`config.mk`:
```
export PLATFORM = sky130hd
export DESIGN_NAME = instr_encoder
export DESIGN_NICKNAME = d
export VERILOG_FILES = /design/src/rtl/riscv_enc_pkg.sv /design/src/rtl/imm_pack.sv /design/src/rtl/instr_encoder.sv
export SDC_FILE = /design/constraint.sdc
export NUM_CORES = 1
export LEC_CHECK = 0
export ABC_AREA = 1
export CORE_ASPECT_RATIO = 0.7
export CORE_MARGIN = 1
export CORE_UTILIZATION = 40
export CTS_BUF_LIST = sky130_fd_sc_hd__clkbuf_4 sky130_fd_sc_hd__clkbuf_8
export DETAILED_ROUTE_END_ITERATION = 10
export GPL_ROUTABILITY_DRIVEN = 1
export GPL_TIMING_DRIVEN = 0
export HOLD_SLACK_MARGIN = 0.03
export PLACE_DENSITY = 0.71
export SLEW_MARGIN = 20
export SYNTH_ARGS = -nofsm -noshare
export SYNTH_HDL_FRONTEND = slang
export SYNTH_SLANG_ARGS = --single-unit
```
`constraint.sdc`:
```
create_clock -name clk -period 1.73 [get_ports clk]
set_input_delay 0.173 -clock clk [delete_from_list [all_inputs] [get_ports clk]]
set_output_delay 0.173 -clock clk [all_outputs]
set_load 0.005 [all_outputs]
```
`src/rtl/riscv_enc_pkg.sv`:
```
// Shared RV32I encoding types and constants for the instruction encoder.
// Format codes match the in_fmt encoding on the encoder boundary.
package riscv_enc_pkg;

    typedef enum logic [2:0] {
        FMT_R = 3'd0,
        FMT_I = 3'd1,
        FMT_S = 3'd2,
        FMT_B = 3'd3,
        FMT_U = 3'd4,
        FMT_J = 3'd5
    } fmt_e;

    localparam logic [6:0] OP_IMM    = 7'h13;
    localparam logic [6:0] OP_STORE  = 7'h23;
    localparam logic [6:0] OP_BRANCH = 7'h63;
    localparam logic [6:0] OP_LUI    = 7'h37;
    localparam logic [6:0] OP_JAL    = 7'h6F;

    localparam logic [31:0] NOP = 32'h0000_0013;

endpackage

```
`src/rtl/imm_pack.sv`:
```
// Scatters a signed immediate into its RV32I bit positions for the given
// format and flags immediates that cannot be represented (or bad formats).
module imm_pack
    import riscv_enc_pkg::*;
(
    input  logic [2:0]  i_fmt,
    input  logic [31:0] i_imm,
    output logic [31:0] o_imm_bits,
    output logic        o_illegal
);

    logic w_fits12;
    logic w_fits13;
    logic w_fits21;

    // A value fits in N signed bits when every bit from N-1 upward is a copy of the sign.
    assign w_fits12 = (&i_imm[31:11]) || !(|i_imm[31:11]);
    assign w_fits13 = (&i_imm[31:12]) || !(|i_imm[31:12]);
    assign w_fits21 = (&i_imm[31:20]) || !(|i_imm[31:20]);

    always_comb begin
        o_imm_bits = '0;
        o_illegal  = 1'b0;
        case (i_fmt)
            FMT_R: begin
                o_imm_bits = '0;
            end
            FMT_I: begin
                o_imm_bits = {i_imm[11:0], 20'd0};
                o_illegal  = !w_fits12;
            end
            FMT_S: begin
                o_imm_bits = {i_imm[11:5], 13'd0, i_imm[4:0], 7'd0};
                o_illegal  = !w_fits12;
            end
            FMT_B: begin
                o_imm_bits = {i_imm[12], i_imm[10:5], 13'd0, i_imm[4:1], i_imm[11], 7'd0};
                o_illegal  = !w_fits13 || i_imm[0];
            end
            FMT_U: begin
                o_imm_bits = {i_imm[31:12], 12'd0};
                o_illegal  = |i_imm[11:0];
            end
            FMT_J: begin
                o_imm_bits = {i_imm[20], i_imm[10:1], i_imm[11], i_imm[19:12], 12'd0};
                o_illegal  = !w_fits21 || i_imm[0];
            end
            default: begin
                o_illegal  = 1'b1;
            end
        endcase
    end

endmodule

```
`src/rtl/instr_encoder.sv`:
```
// Two-stage RV32I instruction encoder: packs decoded fields into 32-bit words
// and tags each with a wrapping instruction-memory write address.
module instr_encoder
    import riscv_enc_pkg::*;
#(
    parameter logic [31:0] BASE_ADDR = 32'h0000_0000,
    parameter int          ADDR_W    = 32,
    parameter int          MEM_BYTES = 4096
) (
    input  logic              clk,
    input  logic              rst,
    input  logic              in_valid,
    output logic              in_ready,
    input  logic [2:0]        in_fmt,
    input  logic [6:0]        in_opcode,
    input  logic [4:0]        in_rd,
    input  logic [4:0]        in_rs1,
    input  logic [4:0]        in_rs2,
    input  logic [2:0]        in_funct3,
    input  logic [6:0]        in_funct7,
    input  logic [31:0]       in_imm,
    output logic              out_valid,
    input  logic              out_ready,
    output logic [31:0]       out_instr,
    output logic [ADDR_W-1:0] out_addr,
    output logic              out_err,
    output logic [7:0]        err_count
);

    localparam int OFF_W = $clog2(MEM_BYTES);

    logic [31:0]      w_imm_bits;
    logic             w_illegal;
    logic [31:0]      w_fields;
    logic [31:0]      w_enc;
    logic             w_accept;
    logic             w_s1_adv;
    logic             w_xfer;

    logic             r_s1_valid;
    logic [31:0]      r_s1_instr;
    logic             r_s1_err;
    logic             r_s2_valid;
    logic [31:0]      r_s2_instr;
    logic             r_s2_err;
    logic [OFF_W-1:0] r_offset;
    logic [7:0]       r_err_count;

    imm_pack u_imm_pack (
        .i_fmt      (in_fmt),
        .i_imm      (in_imm),
        .o_imm_bits (w_imm_bits),
        .o_illegal  (w_illegal)
    );

    always_comb begin
        w_fields = {25'd0, in_opcode};
        case (in_fmt)
            FMT_R:        w_fields = {in_funct7, in_rs2, in_rs1, in_funct3, in_rd, in_opcode};
            FMT_I:        w_fields = {12'd0, in_rs1, in_funct3, in_rd, in_opcode};
            FMT_S, FMT_B: w_fields = {7'd0, in_rs2, in_rs1, in_funct3, 5'd0, in_opcode};
            FMT_U, FMT_J: w_fields = {20'd0, in_rd, in_opcode};
            default:      w_fields = {25'd0, in_opcode};
        endcase
    end

    assign w_enc = w_illegal ? NOP : (w_fields | w_imm_bits);

    // Valid/ready: a transfer happens on a rising edge where valid and ready are
    // both high; a producer holds valid and its payload stable until that edge.
    // in_ready depends only on stage occupancy and out_ready, never on in_valid.
    assign w_xfer   = r_s2_valid && out_ready;
    assign w_s1_adv = r_s1_valid && (!r_s2_valid || out_ready);
    assign in_ready = !r_s1_valid || !r_s2_valid || out_ready;
    assign w_accept = in_valid && in_ready;

    always_ff @(posedge clk) begin
        if (rst) begin
            r_s1_valid  <= 1'b0;
            r_s1_instr  <= '0;
            r_s1_err    <= 1'b0;
            r_s2_valid  <= 1'b0;
            r_s2_instr  <= '0;
            r_s2_err    <= 1'b0;
            r_offset    <= '0;
            r_err_count <= '0;
        end else begin
            if (w_accept) begin
                r_s1_valid <= 1'b1;
                r_s1_instr <= w_enc;
                r_s1_err   <= w_illegal;
            end else if (w_s1_adv) begin
                r_s1_valid <= 1'b0;
            end

            if (w_s1_adv) begin
                r_s2_valid <= 1'b1;
                r_s2_instr <= r_s1_instr;
                r_s2_err   <= r_s1_err;
            end else if (w_xfer) begin
                r_s2_valid <= 1'b0;
            end

            // Offset width equals log2(MEM_BYTES), so the add wraps on its own.
            if (w_xfer) begin
                r_offset <= r_offset + OFF_W'(4);
                if (r_s2_err && (r_err_count != 8'hFF)) begin
                    r_err_count <= r_err_count + 8'd1;
                end
            end
        end
    end

    assign out_valid = r_s2_valid;
    assign out_instr = r_s2_instr;
    assign out_err   = r_s2_err;
    assign out_addr  = ADDR_W'(BASE_ADDR) + ADDR_W'(r_offset);
    assign err_count = r_err_count;

endmodule

```
# --- Word level (Yosys, flattened, before mapping) ---
# Index checks and enable logic that the tools add are counted.
word_totals:
  reg_bits: 88
  latchBits: 0
  mem_bits_rw: 0
  rom_bits: 0
  output_inout_bits: 75
  word_cells: 59
  n_memories: 0
op_classes:
  n_addsub: 2
  mul: 0
  div_mod_pow: 0
  magnitude_cmp: 0
  n_eq_ne: 6
  shift: 0
  n_mux: 8
  n_bitwise: 1
  reduce_logical: 34
ops:
  columns: ["op", "n"]
  rows:
  - ["case mux 32 bit (5 select lines)", 1]
  - ["case mux 32 bit (4 select lines)", 1]
  - ["2-to-1 mux 32 bit", 1]
  - ["bitwise OR 32 bit", 1]
  - ["OR reduction 12 bit", 2]
  - ["AND reduction 21 bit", 1]
  - ["OR reduction 21 bit", 1]
  - ["AND reduction 20 bit", 1]
  - ["OR reduction 20 bit", 1]
  - ["adder 12 x 3 -> 12 bit (second input constant)", 1]
  - ["AND reduction 12 bit", 1]
  - ["adder 8 x 1 -> 8 bit (second input constant)", 1]
  - ["zero test 1 bit", 8]
  - ["logical OR 1 bit", 8]
  - ["inequality test 8 bit (second input constant)", 1]
  - ["== test 3 x 2 -> 1 bit (second input constant)", 2]
  - ["== test 3 bit (second input constant)", 2]
  - ["OR reduction 2 bit", 3]
  - ["case mux 1 bit (5 select lines)", 1]
  - ["logical AND 1 bit", 4]
  - ["2-to-1 mux 1 bit", 4]
  - ["nonzero test 2 bit", 2]
  - ["== test 3 x 1 -> 1 bit (second input constant)", 1]
  - ["zero test 3 bit", 1]
  - ["AND reduction 2 bit", 1]

# --- Logic depth before layout (Yosys ltp) ---
logic_depth:
  word_depth: 7
  depth_mapped: 12

# --- Hierarchy ---
# Synthesis repeated with hierarchy kept, for this count alone.
unflattened:
  hier_cells: 668
  area_unflattened_um2: 4500.6
by_module_without_submodules:
  columns: ["module", "instances", "cells_per_inst", "area_each_um2", "seq_area_each_um2"]
  rows:
  - ["instr_encoder", 1, 489, 3707.3, 1721.7]
  - ["imm_pack", 1, 179, 793.3, 0.0]

# --- Worst setup path after synthesis ---
# No wires, ideal clock.
synth_path:
  path_type: "reg2reg"
  start: "register r_err_count[0], in the netlist err_count[0]"
  end: "register r_err_count[6], in the netlist err_count[6]"
  setup_time_ns: 0.135
  arrival_time_ns: 1.361
  path_slack_ns: 0.233
  path_stages_with_launch: 8
  n_path_buf: 1
  period_less_slack_ns: 1.497
  path_cell_list: "dfxtp_1 -> ha_1 -> nand4_1 -> or2_2 -> nand3_1 -> buf_4 -> o21ai_0 -> nor3b_1"
synth_via:
  elab_chain_cells: 3
  elab_cells_between_ends: 4
  cone_classes: "add/sub: 1; eq/ne: 1; reduce/logical: 2"
synth_lines:
  columns: ["element", "line", "source"]
  rows:
  - ["from (decl)", "instr_encoder.sv:47", "logic [7:0] r_err_count;"]
  - ["from (signal assigned)", "instr_encoder.sv:108", "r_err_count <= r_err_count + 8'd1;"]
  - ["branches (longest 3 deep; another with adder 8 x 1 -> 8 bit)", null, null]
# Parallel ways; which one is timed is not known.
# A chain may end at the register's enable or synchronous reset.

# --- Worst setup path in the final report ---
layout_path:
  start: "register r_s2_valid, in the netlist out_valid"
  end: "output port in_ready"
layout_via:
  elab_chain_cells: 3
layout_lines:
  columns: ["element", "line", "source"]
  rows:
  - ["from (decl)", "instr_encoder.sv:43", "logic r_s2_valid;"]
  - ["from (signal assigned)", "instr_encoder.sv:82", "r_s2_valid <= 1'b0;"]
  - ["from (signal assigned)", "instr_encoder.sv:97", "r_s2_valid <= 1'b1;"]
  - ["from (signal assigned)", "instr_encoder.sv:101", "r_s2_valid <= 1'b0;"]
  - ["zero test 1 bit", "instr_encoder.sv:74", "assign in_ready = !r_s1_valid || !r_s2_valid || out_ready;"]
  - ["logical OR 1 bit (2 in series)", "instr_encoder.sv:74", null]
  - ["to (decl)", "instr_encoder.sv:13", "output logic in_ready,"]
# Every way passes these cells.

==> impl_metrics.env <==
export IMPL_firstDrtPassIters=5
export IMPL_max_slew_margin_pct=42.7
export IMPL_tns_ns=0
export IMPL_syn_area_mm2=0.00451
export IMPL_n_fill_cell=1021
export IMPL_cts_sinks=86
export IMPL_cts_tree="done"
export IMPL_p_switching_mw=1.29
export IMPL_fmax_ghz=0.604
export IMPL_status="finished, final reports clean"
export IMPL_async_flop_share_pct=0
export IMPL_p_comb_share_pct=19.3
export IMPL_layout_commonest_cell="nand2_1"
export IMPL_final_cell_mix="nand2_1 (121), clkdlybuf4s50_1 (120), nor2_1 (112)"
export IMPL_p_clk_share_pct=35.1
export IMPL_yosysUniqueCellTypes=37
export IMPL_hold_ws_ns=0.391
export IMPL_worstSkewPairLatency_ns=0.37
export IMPL_grt_overflow=0
export IMPL_place_inst=912
export IMPL_final_util_pct=57.3
export IMPL_nNetsFinal=843
export IMPL_hp_class="primary input to register"
export IMPL_p_per_area_mw_per_mm2=735
export IMPL_viasPerCell=4.75
export IMPL_finalClockSkew_ns=0.0119
export IMPL_instances_no_fill=928
export IMPL_switching_share_pct=27.9
export IMPL_p_leak_nw=2.44
export IMPL_hold_buffers=0
export IMPL_finalHoldViolations=0
export IMPL_layout_setup_ws_ns=0.0735
export IMPL_yosysWarningCount=0
export IMPL_ir_worst_vdd_uv=477
export IMPL_pre_cts_slack_ns=-0.446
export IMPL_stdcell_area_mm2=0.00631
export IMPL_crit_start="out_valid$_SDFFE_PP0P_"
export IMPL_drv_cap=0
export IMPL_hpwl_mm=10.3
export IMPL_worst_pin_slew_ns=0.860
export IMPL_cts_root_buf="clkbuf_8"
export IMPL_cp_slowest_stage_delay_ns=0.45
export IMPL_clk_pin_slew_ns=0.09
export IMPL_synth_area_per_cell_um2=7.33
export IMPL_worstPathArrival_ns=1.48
export IMPL_clockBufferDepth=2
export IMPL_critPathKind="register to primary output"
export IMPL_netlist_instances=615
export IMPL_ys_flop_type="dfxtp_1"
export IMPL_setup_viol=0
export IMPL_htreeDepth=3
export IMPL_antenna_found_initial=0
export IMPL_fin_crit_sh_pct=95.7
export IMPL_antennaDiodeCount=0
export IMPL_die_h_um=90.8
export IMPL_endpoint_kind="primary output"
export IMPL_initial_core_util_pct=41.0
export IMPL_drv_slew=0
export IMPL_fp_dieW_um=129
export IMPL_ys_ff_latch=86
export IMPL_grt_usage_pct=22.6
export IMPL_routedWlPerCell_um=13.9
export IMPL_die_area_mm2=0.0117
export IMPL_yosysSeqAreaShare_pct=38.2
export IMPL_ant_nets=0
export IMPL_numCtsBuffers=9
export IMPL_slowest_stage="clkdlybuf4s50_1"
export IMPL_drc_errors=0
export IMPL_synth_edf_count=0
export IMPL_coreArea_mm2=0.0110
export IMPL_grt_pass1_wl_mm=20.4
export IMPL_seqPwrFrac_pct=45.6
export IMPL_area_growth_pct=40.0
export IMPL_fp_row_count=32
export IMPL_hold_start="in_opcode[5]"
export IMPL_finalCriticalPeriod_ns=1.66
export IMPL_p_int_mw=3.35
export IMPL_wirelength_mm=12.9
export IMPL_power_mw=4.64
export IMPL_grt_pass1_vias=4157
export IMPL_drive_gt1_share_pct=19.0
export IMPL_num_vias=4411
export IMPL_drt_initial_drc_count=289
export IMPL_grt_max_degree=20
export IMPL_gp_congestion=0.912
export IMPL_portBuffers=123
export IMPL_ios=146
export IMPL_startpoint_type="register"
export IMPL_cp_max_fo=3
export IMPL_place_area_mm2=0.00601
export IMPL_crit_required_ns=1.56
export IMPL_worstPathCellList="nand2_1 > nor2_4 > inv_1 > clkdlybuf4s50_1"
export IMPL_reg2reg_from="err_count[0]$_SDFFE_PP0P_"
-- power groups by stage --
stage | Combinational (mW) | Clock (mW) | Sequential, mW
after floorplan | 0.461 | 0 | 2.16
after global placement | 0.873 | 0 | 2.16
after detailed placement | 0.882 | 0 | 2.16
after CTS | 0.884 | 1.66 | 2.11
after global routing | 0.976 | 1.75 | 2.13
final | 0.896 | 1.63 | 2.12
-- logic make-up (layout without fill, tap and decap cells) --
| family | count (synthesis) | after routing | share of synthesized area, % |
|---|---|---|---|
| and+or+nand+nor | 311 | 311 | 32.3 |
| AOI/OAI and AO/OA | 112 | 112 | 16.5 |
| buffers and inverters | 102 | 241 | 12.2 |
| DFF | 86 | 86 | 38.2 |
| adders and majority gates | 2 | 2 | 0.555 |
| other | 1 | 22 | 0.0832 |
| xor gates and xnor gates | 1 | 1 | 0.194 |
-- Yosys cell counts, types with 3 or more instances --
master    number  area share [%]
buf_12         3             1.3
nand3_1       19             2.1
inv_1         44             3.7
a21oi_1       12             1.3
nand2_1      122              10
o21ai_0       49             5.4
a22o_1         6             1.2
nand3_2       30             6.7
clkbuf_1      13             1.1
a21oi_2       30             5.8
nand2_2        3            0.42
nor3b_1        3            0.50
dfxtp_1       86              38
nand4_1        4            0.55
buf_6          4             1.0
o21ai_1        4            0.44
o211ai_1       5            0.83
buf_4         23             3.8
nor2_4         3            0.75
nor2_1       116             9.7
buf_1          5            0.42
inv_2          7            0.58
nor3_1         6            0.67
-- worst paths after layout --
check                                              endpoint  cells after the start  slack, ns
worst max-delay path                               in_ready                      4       0.07
worst min-delay path             r_s1_instr[5]$_SDFFE_PP0P_                      3       0.39
worst max register to register    err_count[6]$_SDFFE_PP0P_                      7       0.11
worst min register to register  r_s1_instr[13]$_SDFFE_PP0P_                      2       0.48
-- layer usage --
layer	GRT usage [%]	routed length (µm)	up-vias
li1	-	-	2246
met2	35.7	5790	132
met4	5.29	119	0
met1	31.1	6230	2023
met3	4.98	762	10
met5	0	0	-
-- what timing repair did --
action,in CTS,in global routing
pin swaps,0,2
resized for setup,0,22
buffers inserted,0,1
endpoints found under the setup margin,10,43
-- critical path: cells and delay by family, from the launching register on --
| family | cells | cell delay (ns) |
|---|---|---|
| buf+inv | 2 | 0.52 |
| flops | 1 | 0.35 |
| simple gates | 2 | 0.26 |
-- flip-flops by register name, indices dropped and copies added (netlist names) --
| signal | cells |
|---|---|
| out_valid | 1 |
| err_count | 8 |
| out_instr | 32 |
| out_err | 1 |
| r_s1_valid | 1 |
| r_s1_err | 1 |
| r_s1_instr | 32 |
| r_offset | 10 |
-- area by class of cell --
| class | instances | area (µm²) | share of cell area, % |
|---|---|---|---|
| clock buffer | 9 | 124 | 1.96 |
| multi-input combinational | 448 | 2360 | 37.5 |
| sequential | 86 | 1730 | 27.3 |
| clock inverter | 7 | 108 | 1.70 |
| timing repair buffer | 124 | 1250 | 19.7 |
| inverter | 53 | 201 | 3.19 |
| tap | 153 | 191 | 3.03 |
| buffer | 48 | 353 | 5.59 |
No activity file was read; power rests on OpenSTA's default activity.
